### src/rtl/i2s_pkg.sv
// Shared types and width helpers for the I2S transmitter.
// The optional I2S_HOLD_LAST_EN macro is consumed by i2s_tx.
package i2s_pkg;

  typedef enum logic {
    IDLE = 1'b0,
    RUN  = 1'b1
  } state_t;

  localparam int DATA_W_DEF  = 16;
  localparam int SLOT_W_DEF  = 32;
  localparam int CLK_DIV_DEF = 4;
  localparam int FRAME_W     = 2 * SLOT_W_DEF;

  // Counter width for a count of n states; never narrower than one bit.
  function automatic int ctr_w(input int n);
    return (n > 1) ? $clog2(n) : 1;
  endfunction

endpackage

### src/rtl/i2s_clkgen.sv
// Bit-clock divider: mclk toggles every CLK_DIV clk cycles while enabled,
// with single-cycle rise/fall strobes marking the clk cycle of each toggle.
module i2s_clkgen
  import i2s_pkg::*;
#(
  parameter int CLK_DIV = CLK_DIV_DEF
) (
  input  logic clk,
  input  logic i_rst_n,
  input  logic i_en,
  output logic o_mclk,
  output logic o_rise,
  output logic o_fall
);

  localparam int            CW     = ctr_w(CLK_DIV);
  localparam logic [CW-1:0] L_LAST = CW'(CLK_DIV - 1);

  logic [CW-1:0] r_cnt;
  logic          r_mclk;
  logic          w_wrap;

  assign w_wrap = i_en && (r_cnt == L_LAST);

  // NOTE: sequential state uses non-blocking assignments only, so every
  // always_ff reads pre-edge values regardless of evaluation order.
  always_ff @(posedge clk or negedge i_rst_n) begin
    if (!i_rst_n) begin
      r_cnt  <= '0;
      r_mclk <= 1'b0;
    end else if (!i_en) begin
      r_cnt  <= '0;
      r_mclk <= 1'b0;
    end else if (w_wrap) begin
      r_cnt  <= '0;
      r_mclk <= ~r_mclk;
    end else begin
      r_cnt  <= r_cnt + 1'b1;
    end
  end

  assign o_mclk = r_mclk;
  assign o_rise = w_wrap && !r_mclk;
  assign o_fall = w_wrap && r_mclk;

endmodule

### src/rtl/i2s_tx.sv
// Philips I2S transmitter: one-pair holding buffer, frame counter, shifter.
// Define I2S_HOLD_LAST_EN to repeat the previous pair on underrun instead of zeros.
module i2s_tx
  import i2s_pkg::*;
#(
  parameter int DATA_W  = DATA_W_DEF,
  parameter int SLOT_W  = SLOT_W_DEF,
  parameter int CLK_DIV = CLK_DIV_DEF
) (
  input  logic              clk,
  input  logic              reset,
  input  logic              en,
  input  logic              s_valid,
  output logic              s_ready,
  input  logic [DATA_W-1:0] s_left,
  input  logic [DATA_W-1:0] s_right,
  output logic              mclk,
  output logic              ws,
  output logic              sd,
  output logic              busy,
  output logic              underrun
);

  localparam int             L_FRAME_W = 2 * SLOT_W;
  localparam int             FCW       = ctr_w(L_FRAME_W);
  localparam logic [FCW-1:0] L_F_LAST  = FCW'(L_FRAME_W - 1);
  localparam logic [FCW-1:0] L_SLOT    = FCW'(SLOT_W);

  state_t                 r_state, w_state_nxt;
  logic                   r_buf_full;
  logic [DATA_W-1:0]      r_buf_l, r_buf_r;
  logic [L_FRAME_W-1:0]   r_sh, w_frame_buf, w_frame_fill;
  logic [FCW-1:0]         r_f, w_f_nxt;
  logic                   r_ws, r_sd, r_underrun;
  logic                   w_rise, w_fall;
  logic                   w_start, w_bound, w_wrap_go;
  logic                   w_accept, w_load_buf, w_underrun;

  i2s_clkgen #(.CLK_DIV(CLK_DIV)) u_clkgen (
    .clk     (clk),
    .i_rst_n (reset),
    .i_en    (r_state == RUN),
    .o_mclk  (mclk),
    .o_rise  (w_rise),
    .o_fall  (w_fall)
  );

  assign w_start    = (r_state == IDLE) && en && r_buf_full;
  assign w_bound    = w_fall && (r_f == L_F_LAST);
  assign w_wrap_go  = w_bound && en;
  assign w_accept   = s_valid && !r_buf_full;
  assign w_load_buf = w_start || (w_wrap_go && r_buf_full);
  assign w_underrun = w_wrap_go && !r_buf_full;
  assign w_f_nxt    = r_f + 1'b1;

  // Whole frame laid out MSB-first: slot bit 0 is the Philips one-bit delay.
  always_comb begin
    // NOTE: every combinational output gets a default first, so no path
    // through the block can leave it unassigned and infer a latch.
    w_frame_buf                        = '0;
    w_frame_buf[L_FRAME_W-2 -: DATA_W] = r_buf_l;
    w_frame_buf[SLOT_W-2 -: DATA_W]    = r_buf_r;
  end

`ifdef I2S_HOLD_LAST_EN
  logic [L_FRAME_W-1:0] r_last;

  always_ff @(posedge clk or negedge reset) begin
    if (!reset)          r_last <= '0;
    else if (w_load_buf) r_last <= w_frame_buf;
  end

  assign w_frame_fill = r_last;
`else
  assign w_frame_fill = '0;
`endif

  always_comb begin
    w_state_nxt = r_state;
    case (r_state)
      IDLE: if (w_start)           w_state_nxt = RUN;
      RUN:  if (w_bound && !en)    w_state_nxt = IDLE;
    endcase
  end

  always_ff @(posedge clk or negedge reset) begin
    if (!reset) r_state <= IDLE;
    else        r_state <= w_state_nxt;
  end

  always_ff @(posedge clk or negedge reset) begin
    if (!reset) begin
      // NOTE: buffer data and shifter are cleared as well, so a pair aborted
      // by reset can never reappear in a later frame.
      r_buf_full <= 1'b0;
      r_buf_l    <= '0;
      r_buf_r    <= '0;
      r_sh       <= '0;
      r_f        <= '0;
      r_ws       <= 1'b0;
      r_sd       <= 1'b0;
      r_underrun <= 1'b0;
    end else begin
      r_underrun <= w_underrun;

      if (w_load_buf) begin
        r_buf_full <= 1'b0;
      end else if (w_accept) begin
        r_buf_full <= 1'b1;
        r_buf_l    <= s_left;
        r_buf_r    <= s_right;
      end

      if (w_start || w_bound) begin
        r_f  <= '0;
        r_ws <= 1'b0;
        r_sd <= 1'b0;
      end else if (w_fall) begin
        r_f  <= w_f_nxt;
        r_ws <= (w_f_nxt >= L_SLOT);
        r_sd <= r_sh[L_FRAME_W-2];
        r_sh <= r_sh << 1;
      end

      if (w_load_buf)      r_sh <= w_frame_buf;
      else if (w_underrun) r_sh <= w_frame_fill;
    end
  end

  // The DAC samples on rise, so a rise must never coincide with an update.
  a_strobe_excl: assert property (@(posedge clk) disable iff (!reset) !(w_rise && w_fall));

  assign s_ready  = !r_buf_full;
  assign ws       = r_ws;
  assign sd       = r_sd;
  assign busy     = (r_state == RUN);
  assign underrun = r_underrun;

endmodule

### config.mk
export PLATFORM = sky130hd
export DESIGN_NAME = i2s_tx
export DESIGN_NICKNAME = d
export VERILOG_FILES = /design/src/rtl/i2s_pkg.sv /design/src/rtl/i2s_clkgen.sv /design/src/rtl/i2s_tx.sv
export SDC_FILE = /design/constraint.sdc
export NUM_CORES = 1
export LEC_CHECK = 0
export ABC_CLOCK_PERIOD_IN_PS = 2500
export CORE_ASPECT_RATIO = 0.9
export CORE_UTILIZATION = 45
export CTS_CLUSTER_SIZE = 8
export DETAILED_ROUTE_END_ITERATION = 10
export GPL_ROUTABILITY_DRIVEN = 0
export PLACE_DENSITY = 0.65
export SKIP_CTS_REPAIR_TIMING = 1
export SLEW_MARGIN = 20
export SYNTH_ARGS = -nofsm -noshare
export SYNTH_HDL_FRONTEND = slang
export SYNTH_SLANG_ARGS = --single-unit
### constraint.sdc
create_clock -name clk -period 2.5 [get_ports clk]
set_input_delay 0.25 -clock clk [delete_from_list [all_inputs] [get_ports clk]]
set_output_delay 0.25 -clock clk [all_outputs]
set_load 0.05 [all_outputs]
=== Word level (Yosys, flattened, before mapping) ===
Index checks and enable logic that the tools add are counted.

* Memories kept: 0
* Input bits: 36
* Memory bits (writable): 0
* Logic and storage cells: 59
* Bits in read-only memories: 0
* Bits in registers: 109
* Output and inout port bits: 6
* Bits in latches: 0

* Order comparisons: 1
* Bitwise logic cells: 3
* $add $sub $neg: 2
* Eq/ne operators: 4
* Reduce and logical (&&, ||, !) cells: 19
* Muxes and demuxes: 19
* Multiply operators: 0
* Div/mod/pow operators: 0
* Shift operators: 0

{| class="wikitable"
|+ Operators with widths
! cell !! number
|-
| 2-to-1 mux 63 bit || 4
|-
| 2-to-1 mux 6 bit || 2
|-
| logical AND 1 bit || 10
|-
| 2-to-1 mux 1 bit || 10
|-
| adder 6 x 1 -> 6 bit (second input constant) || 1
|-
| equality test 6 bit (second input constant) || 1
|-
| greater-or-equal comparator 6 bit (second input constant) || 1
|-
| 2-to-1 mux 2 bit || 2
|-
| AND reduction 2 bit || 2
|-
| nonzero test 2 bit || 2
|-
| inequality test 3 bit (second input constant) || 1
|-
| NOT 1 bit || 3
|-
| nonzero test 3 bit || 1
|-
| adder 2 x 1 -> 2 bit (second input constant) || 1
|-
| equality test 2 bit (second input constant) || 1
|-
| zero test 1 bit || 2
|-
| logical OR 1 bit || 2
|-
| inequality test 2 x 1 -> 1 bit (second input constant) || 1
|-
| one-hot mux 1 bit (2 select lines) || 1
|}

=== Depth between registers and ports, before layout ===
Gate-level depths: netlist of run 1.

* Depth in word-level cells: 9
* Mapped depth: 8
* Mapped depth without buffers: 5

=== By module ===
Synthesis of run 1 repeated with hierarchy kept, for this count alone.

* Cells, all modules: 308
* Area total of the unflattened synthesis: 3857.4 um^2

{| class="wikitable"
|+ Modules (own cells, without submodules)
! module !! cells an instance !! instances !! seq. area each (um^2) !! area each (um^2)
|-
| i2s_tx || 297 || 1 || 2277.2 || 3722.3
|-
| i2s_clkgen || 11 || 1 || 75.1 || 135.1
|}

=== Worst setup path after synthesis of run 1 ===
No wires, ideal clock.

* Kind: register to register
* Start: register r_state, in the netlist busy
* End: register r_sh[16]
* Clock period less this slack: 2.005 ns
* Required time: 2.375 ns
* Arrival time: 1.880 ns
* Library setup time: 0.125 ns
* Setup slack: 0.495 ns
* Path buffers: 2
* Cell stages (with the launch flop): 6
* Cells stage by stage: dfrtp_1 > and3b_1 > or3_1 > buf_6 > buf_6 > mux2_4

* Longest elaborated chain between the ends: 8
* Elaborated cells on any way between the ends: 16
* Those cells by class: eq/ne: 1; mux: 2; bitwise: 1; reduce/logical: 12

{| class="wikitable"
|+ RTL lines
! what !! RTL line !! RTL
|-
| start, declared || i2s_tx.sv:29 || <nowiki>state_t r_state, w_state_nxt;</nowiki>
|-
| start signal, assigned || i2s_tx.sv:88 || <nowiki>else r_state <= w_state_nxt;</nowiki>
|-
| logical AND 1 bit || i2s_clkgen.sv:23 || <nowiki>assign w_wrap = i_en && (r_cnt == L_LAST);</nowiki>
|-
| logical AND 1 bit || i2s_clkgen.sv:44 || <nowiki>assign o_fall = w_wrap && r_mclk;</nowiki>
|-
| logical AND 1 bit || i2s_tx.sv:49 || <nowiki>assign w_bound = w_fall && (r_f == L_F_LAST);</nowiki>
|-
| logical AND 1 bit || i2s_tx.sv:50 || <nowiki>assign w_wrap_go = w_bound && en;</nowiki>
|-
| logical AND 1 bit || i2s_tx.sv:52 || <nowiki>assign w_load_buf = w_start || (w_wrap_go && r_buf_full);</nowiki>
|-
| logical OR 1 bit || i2s_tx.sv:52 ||
|-
| inequality test 3 bit (no line) or nonzero test 3 bit (tied branches) || - ||
|-
| AND reduction 2 bit (no line) || - ||
|-
| end signal, assigned || i2s_tx.sv:122 || <nowiki>r_sh <= r_sh << 1;</nowiki>
|-
| end signal, assigned || i2s_tx.sv:125 || <nowiki>if (w_load_buf) r_sh <= w_frame_buf;</nowiki>
|-
| end signal, assigned || i2s_tx.sv:126 || <nowiki>else if (w_underrun) r_sh <= w_frame_fill;</nowiki>
|-
| end, declared || i2s_tx.sv:32 || <nowiki>logic [L_FRAME_W-1:0] r_sh, w_frame_buf, w_frame_fill;</nowiki>
|}

Several ways; a longest one is shown, not always the timed one.
A chain may end at the register's enable or synchronous reset.

=== Final worst setup path of run 1 ===
* Start: register u_clkgen.r_cnt[0]
* End: register r_sh[53]

* Longest elaborated chain between the ends: 9
* Elaborated cells on any way between the ends: 14
* Those cells by class: eq/ne: 2; mux: 2; reduce/logical: 10

{| class="wikitable"
|+ RTL lines
! what !! RTL line !! RTL
|-
| start, declared || i2s_clkgen.sv:19 || <nowiki>logic [CW-1:0] r_cnt;</nowiki>
|-
| start signal, assigned || i2s_clkgen.sv:38 || <nowiki>r_cnt <= r_cnt + 1'b1;</nowiki>
|-
| equality test 2 bit (*) || i2s_clkgen.sv:23 ||
|-
| logical AND 1 bit (*) || i2s_clkgen.sv:23 ||
|-
| logical AND 1 bit (*) || i2s_clkgen.sv:44 ||
|-
| logical AND 1 bit || i2s_tx.sv:49 ||
|-
| logical AND 1 bit || i2s_tx.sv:50 ||
|-
| logical AND 1 bit || i2s_tx.sv:52 ||
|-
| logical OR 1 bit || i2s_tx.sv:52 ||
|-
| inequality test 3 bit (no line) or nonzero test 3 bit (tied branches) || - ||
|-
| AND reduction 2 bit (no line) || - ||
|}

Every way passes the cells marked *; elsewhere a longest branch is shown, timed or not.

==> results of run 1 <==
registers in the layout (all words and copies together) (netlist names):
| signal | flops |
|---|---|
| r_sh | 48 |
| r_buf_l | 16 |
| r_buf_r | 16 |
| r_f | 6 |
| u_clkgen.r_cnt | 2 |
| busy | 1 |
| r_buf_full | 1 |
| sd | 1 |
| u_clkgen.o_mclk | 1 |
| underrun | 1 |
| ws | 1 |
power by group through the flow:
stage	clock (W)	combinational, W	sequential [W]
after global routing	0.00104	0.00138	0.00227
final	0.000963	0.00125	0.00221
after floorplan	0	0.00100	0.00220
after CTS	0.00100	0.00127	0.00222
after detailed placement	0	0.00127	0.00224
after global placement	0	0.00122	0.00223
per-stage QoR:
step	setup WS, ns	instances	total power [W]	hold WS (ns)	utilization, %
2_1_floorplan	0.495	321	0.00321	-0.0456	-
3_3_place_gp	0.365	466	0.00345	0.296	51.6
3_5_place_dp	0.332	466	0.00350	0.291	51.6
4_1_cts	0.385	482	0.00449	-0.101	53.6
5_1_grt	0.281	483	0.00469	0.471	53.7
6_report	0.385	483	0.00443	0.433	53.7
metal layers:
layer / vias to the layer above / share of wire [%]
met2: 49 / 47
met3: 8 / 3.6
met4: 0 / 1.2
met1: 1332 / 48
met5: - / 0
li1: 1231 / -
final timing paths:
check                                  startpoint                 to  cells past startpoint
worst max-delay path            u_clkgen.r_cnt[0]           r_sh[53]                      5
worst min-delay path            u_clkgen.r_cnt[0]  u_clkgen.r_cnt[0]                      1
worst max register to register  u_clkgen.r_cnt[0]           r_sh[53]                      5
worst min register to register  u_clkgen.r_cnt[0]  u_clkgen.r_cnt[0]                      1
max in group asynchronous                   reset         r_buf_l[3]                      3
min in group asynchronous                   reset           underrun                      2
final cells by class:
| type | instances | area, um2 |
|---|---|---|
| fillers | 789 | 4200 |
| flip-flops and latches | 94 | 2350 |
| multi-input cells | 197 | 1660 |
| repair buffers | 50 | 515 |
| well taps | 122 | 153 |
| clock buffers | 12 | 135 |
| clock inverters | 4 | 47.5 |
| inverters | 4 | 15.0 |
worst max-delay path: cells and delay by family (launching register included):
kind / cells / cell delay, ns
flops: 1 / 0.39
mux: 1 / 0.31
fa+ha+maj: 1 / 0.28
simple gates: 2 / 0.79
buf+inv: 1 / 0.21
kinds of logic (layout without fill, tap and decap cells):
family / after synthesis / after routing / share of synthesized area [%]
fa+ha+maj: 2 / 2 / 0.597
simple gates: 63 / 63 / 6.57
flops: 94 / 94 / 56.1
buf+inv: 30 / 70 / 4.48
mux: 63 / 63 / 19.5
xor+xnor: 3 / 3 / 0.627
compound gates: 66 / 66 / 12.1
cells in the final DEF (no fill, tap or decap), types with 3 or more instances in the layout:
master and n:
sky130_fd_sc_hd__mux2_2 30, sky130_fd_sc_hd__buf_12 3, sky130_fd_sc_hd__o21ai_0 9, sky130_fd_sc_hd__inv_1 4, sky130_fd_sc_hd__mux2_4 29, sky130_fd_sc_hd__dfrtp_1 94, sky130_fd_sc_hd__a32o_1 31, sky130_fd_sc_hd__mux2_1 4
sky130_fd_sc_hd__a21oi_1 18, sky130_fd_sc_hd__nand3_1 7, sky130_fd_sc_hd__clkdlybuf4s50_1 40, sky130_fd_sc_hd__clkbuf_8 9, sky130_fd_sc_hd__clkbuf_1 3, sky130_fd_sc_hd__nor2_1 7, sky130_fd_sc_hd__buf_4 6, sky130_fd_sc_hd__nand2_1 39
==> impl_results.md, run 1 <==
* Fraction of power consumed by combinational cells at 28.3%
* Crit path largest cell delay at 0.52 ns
* Layer with the highest usage after global routing: met2
* Internal cell power at 0.00317 W
* Root buf cell: sky130_fd_sc_hd__clkbuf_8
* Die area at 9710 um2
* Cell area after placement at 4690 um2
* Final routed wirelength across all metal layers at 7.48 mm
* Switching pwr at 0.00126 W
* Highest fanout seen on the critical path at 32
* Antenna-violating nets left at 0
* Core region area at 9080 um2
* Number of core rows at 33
* Cell area after synthesis at 4190 um2
* Global routing usage on met2 at 27.2%
* Setup Skew at 0.00895 ns
* Capturing element type of the critical path: flip-flop
* Die W at 104 um
* Detailed placer's ending HPWL at 4.57 mm
* Maximum number of pins on one net before global-route repair at 50
* CP max-delay cell: sky130_fd_sc_hd__or3_2
* Post-synth top cells: sky130_fd_sc_hd__dfrtp_1, sky130_fd_sc_hd__nand2_1, sky130_fd_sc_hd__a32o_1, sky130_fd_sc_hd__mux2_2, sky130_fd_sc_hd__mux2_4
* Clock latency on the worst-skew pair at 0.35 ns
* Nature of the critical path startpoint: flip-flop
* Longest Clk Path Bufs at 2
* Endpoints failing setup at 0
* Via density per instance at 5.42
* FF-to-FF setup slack at 0.39 ns
* Met1 capacity usage during global routing at 22.3%
* Slew of the pin with the lowest slew margin at 0.584 ns
* Count of maximum capacitance violations at 0
* Die Height at 93.6 um
* Flop and latch count out of synthesis at 94
* Boundary pin count at 42
* Register area share after synthesis at 56.1%
* Count of input and output buffers at 41
* Average footprint of a synthesized cell at 13.1 um2
* Number of antenna violations at the first check in global routing at 0
* Switching fraction of total power at 28.5%
* Layout Area Growth over Synthesis at 16.4%
* CTS H-tree lvls at 3
* Number of nets in the final layout at 394
* Setup_tns at 0 ns
* Primary FF master, synth: sky130_fd_sc_hd__dfrtp_1
* Cell with the most instances after synthesis: sky130_fd_sc_hd__dfrtp_1
* Portion of total power attributed to the clock network at 21.7%
* Wire length of the first global-routing pass at 13.1 mm
* Met3 usage in global routing at 3.97%
* Starting DRC count in detailed routing at 143
* Vias in the first global route at 2742
* Area fraction of the dominant cell type after synthesis at 56.1%
* CTS Buf Count at 9
* Layout cell share with drive strength beyond 1 at 23.5%
* Synth unique cells at 31
* Clock tree from TritonCTS: yes
* Post-Synthesis Cells at 321
* Starting utilization of the core area at 46.2%
* Final Max Slew Viols at 0
* Remaining max-slew budget at the tightest pin at 61.0%
* Clock net sink count at 94
* Unrepaired setup endpoints after global routing: false
* Overall fraction of global-route tracks in use at 16.9%
* Cell type with the highest aggregate area in the netlist: sky130_fd_sc_hd__dfrtp_1
* Leak at 2.13 nW
* DRC Markers at 0
* IR drop worst, VDD at 419 uV
* Total via count in the routed design at 2620
* Number of nets in the synthesized netlist at 359
* Period utilization at 84.6%
* Number of enable-type register cells in the synthesized netlist at 0
* WP data arrival at 2.35 ns
* Data required time of the worst path at 2.74 ns
* Min cycle time layout at 2.11 ns
* Total congestion overflow at 0
* Hold Fails Final Rpt at 0
* Drt first pass iters at 4
* Cells along the critical path: ha_1, and4_1, or3_2, buf_12, mux2_4
* Register share of total power at 50.0%
* Result of the run: finished clean
* Clock edge transition at the registers on the reported setup and hold paths at 0.08 ns
* Start-to-end type of the worst setup path: reg -> reg
* F_max at 0.473 GHz
* Synthesis Warnings at 0
* Cell area power density at 908 nW/um2
* Hold/Removal Path Class: reg -> reg
* Antenna diode count at 0
* Drt wl/cell at 15.5 um
* Area of all placed cells without fillers at 4880 um2
* Leading cell types by total area after synthesis: sky130_fd_sc_hd__dfrtp_1, sky130_fd_sc_hd__mux2_4, sky130_fd_sc_hd__mux2_2
* Async set-reset flop share out of synthesis at 100%
Note: power is estimated with default switching activity, not from simulation.
==> run 2: changes to the inputs <==
--- a/config.mk
+++ b/config.mk
@@ -5,7 +5,7 @@
 export SDC_FILE = /design/constraint.sdc
 export NUM_CORES = 1
 export LEC_CHECK = 0
-export ABC_CLOCK_PERIOD_IN_PS = 2500
+export ABC_CLOCK_PERIOD_IN_PS = 2150
 export CORE_ASPECT_RATIO = 0.9
 export CORE_UTILIZATION = 45
 export CTS_CLUSTER_SIZE = 8
==> constraint.sdc (replaced) <==
create_clock -name clk -period 2.15 [get_ports clk]
set_input_delay 0.215 -clock clk [delete_from_list [all_inputs] [get_ports clk]]
set_output_delay 0.215 -clock clk [all_outputs]
set_load 0.05 [all_outputs]
==> impl_results.md, run 2 (synthesized netlist as in run 1, its figures left out) <==
* Clock latency on the worst-skew pair at 0.36 ns (about the same)
* Register share of total power at 46.6% (-3.4 points)
* Commonest cells after routing, fill and taps aside: sky130_fd_sc_hd__dfrtp_1, sky130_fd_sc_hd__clkdlybuf4s50_1, sky130_fd_sc_hd__nand2_1
* Start-to-end type of the worst setup path: reg -> reg
* Data required time of the worst path at 2.39 ns (-0.35 ns)
* Reg-to-reg startpoint: r_f[1]
* Clock net sink count at 94 (unchanged)
* Switching pwr at 0.00149 W (+18%)
* Largest delay share family, worst path: simple AND/OR/NAND/NOR gates
* Most common library cell in the layout ignoring fill and taps: sky130_fd_sc_hd__dfrtp_1
* Drt first pass iters at 5 (+1)
* Number of nets in the final layout at 400 (+1.5%)
* Final routed wirelength across all metal layers at 7.65 mm (+2.3%)
* Clock edge transition at the registers on the reported setup and hold paths at 0.09 ns (about the same)
* CTS Buf Count at 9 (unchanged)
* Detailed placer's ending HPWL at 4.75 mm (+4.1%)
* IR drop worst, VDD at 494 uV (+18%)
* Starting utilization of the core area at 46.2% (unchanged)
* Period utilization at 95.0% (+10 points)
* Boundary pin count at 42 (unchanged)
* Layout cell share with drive strength beyond 1 at 25.9% (+2.3 points)
* Antenna diode count at 0 (unchanged)
* Total via count in the routed design at 2676 (+2.1%)
* Number of antenna violations at the first check in global routing at 0 (unchanged)
* Maximum number of pins on one net before global-route repair at 56 (+12%)
* DRC Markers at 0 (unchanged)
* Worst Reg-to-Reg Cells at 6 (+1)
* Number of core rows at 33 (unchanged)
* Drt wl/cell at 15.6 um (+1.1%)
* Hold Fails Final Rpt at 0 (unchanged)
* Highest fanout seen on the critical path at 32 (unchanged)
* Die W at 104 um (unchanged)
* Cells along the critical path: ha_1, and2_2, a21oi_2, or3_2, buf_12, mux2_4
* F_max at 0.490 GHz (+3.5%)
* Leak at 2.20 nW (+3.6%)
* Clock tree from TritonCTS: yes
* Reg-to-reg endpoint: r_sh[58]
* Number of flip-flops in the largest register at 48 (unchanged)
* Total congestion overflow at 0 (unchanged)
* Register containing the most flip-flops in the final layout: r_sh
* Core region area at 9080 um2 (unchanged)
* Slew of the pin with the lowest slew margin at 0.535 ns (-0.0493 ns)
* Final Max Slew Viols at 0 (unchanged)
* Source of the critical timing path: r_f[1]
* Starting DRC count in detailed routing at 183 (+28%)
* Crit path largest cell delay at 0.46 ns (-0.06 ns)
* Total of fill cells in the finished design at 791 (+0.25%)
* Final Hold Slack at 0.379 ns (-0.0541 ns)
* Largest registers: r_sh: 48 flops, r_buf_l: 16 flops, r_buf_r: 16 flops
* Remaining max-slew budget at the tightest pin at 64.3% (+3.3 points)
* Antenna-violating nets left at 0 (unchanged)
* Capturing element type of the critical path: flip-flop
* Setup Skew at 0.0103 ns (+0.00139 ns)
* Internal cell power at 0.00402 W (+27%)
* Wire length of the first global-routing pass at 13.2 mm (+0.53%)
* Portion of total power attributed to the clock network at 26.0% (+4.3 points)
* Buffers plus inverters on the worst setup path at 1 (unchanged)
* Fraction of power consumed by combinational cells at 27.4% (-0.9 points)
* Setup_tns at 0 ns (unchanged)
* Count of maximum capacitance violations at 0 (unchanged)
* Die Height at 93.6 um (unchanged)
* Min cycle time layout at 2.04 ns (-0.0720 ns)
* Result of the run: finished clean
* Unrepaired setup endpoints after global routing: false
* CTS H-tree lvls at 3 (unchanged)
* Root buf cell: sky130_fd_sc_hd__clkbuf_8
* Via density per instance at 5.47 (+0.88%)
* Overall fraction of global-route tracks in use at 17.5% (+0.62 points)
* WP data arrival at 2.29 ns (-0.06 ns)
* Count of input and output buffers at 41 (unchanged)
* Switching fraction of total power at 27.1% (-1.4 points)
* CP max-delay cell: sky130_fd_sc_hd__or3_2
* Nature of the critical path startpoint: flip-flop
* Vias in the first global route at 2751 (+0.33%)
* FF-to-FF setup slack at 0.11 ns (-0.28 ns)
* Longest Clk Path Bufs at 2 (unchanged)
* Die area at 9710 um2 (unchanged)
* Layout Area Growth over Synthesis at 20.2%
* Hold/Removal Path Class: in -> async
* Endpoints failing setup at 0 (unchanged)
* Cell area power density at 1090 nW/um2 (+21%)
==> run 2: area by class of cell <==
class	count	area [um2]	area share, %
tap	122	153	3.03
timing repair buffer	56	598	11.9
multi-input combinational	197	1660	33.0
clock buffer	11	151	3.00
sequential	94	2350	46.7
clock inverter	5	105	2.09
inverter	4	15.0	0.298
==> run 2: how the worst max path moves through the flow <==
stage,endpoint,slack [ns],depth (start not counted)
after CTS,r_sh[23],0.03,6
after detailed placement,r_sh[16],0.04,5
final,r_sh[58],0.11,6
after global routing,r_sh[58],0.01,6
after global placement,r_sh[57],0.04,5
after floorplan,r_sh[16],0.14,5
==> run 2: metal layers <==
metal	GRT usage [%]	vias to the layer above	part of all wire (%)
met4	6.07	0	1.1
met1	22.2	1361	47
met3	3.90	8	3.8
li1	-	1242	-
met5	0	-	0
met2	29.8	65	48
==> run 2: power by group through the flow <==
stage               combinational, W  sequential [W]  clock, W
detailed placement           0.00152         0.00260         0
global placement             0.00147         0.00259         0
CTS                          0.00153         0.00257   0.00146
global route                 0.00165         0.00264   0.00154
floorplan                    0.00117         0.00256         0
finish                       0.00151         0.00257   0.00143
==> run 2: worst reg2reg max path: cells and delay by family, from the launching register on <==
kind | cells | cell delay [ns]
compound gates | 1 | 0.08
fa+ha+maj | 1 | 0.21
buf+inv | 1 | 0.22
flops | 1 | 0.40
mux | 1 | 0.33
simple gates | 2 | 0.69
==> run 2: per-stage QoR <==
stage	total power (W)	cells	util (%)	setup slack (ns)	instance area, um2
floorplan	0.00373	321	-	0.145	4190
global placement	0.00406	472	52.5	0.0356	4770
detailed placement	0.00412	472	52.5	0.0404	4770
CTS	0.00556	488	55.3	0.0311	5030
global route	0.00583	489	55.5	0.0123	5040
finish	0.00551	489	55.5	0.107	5040
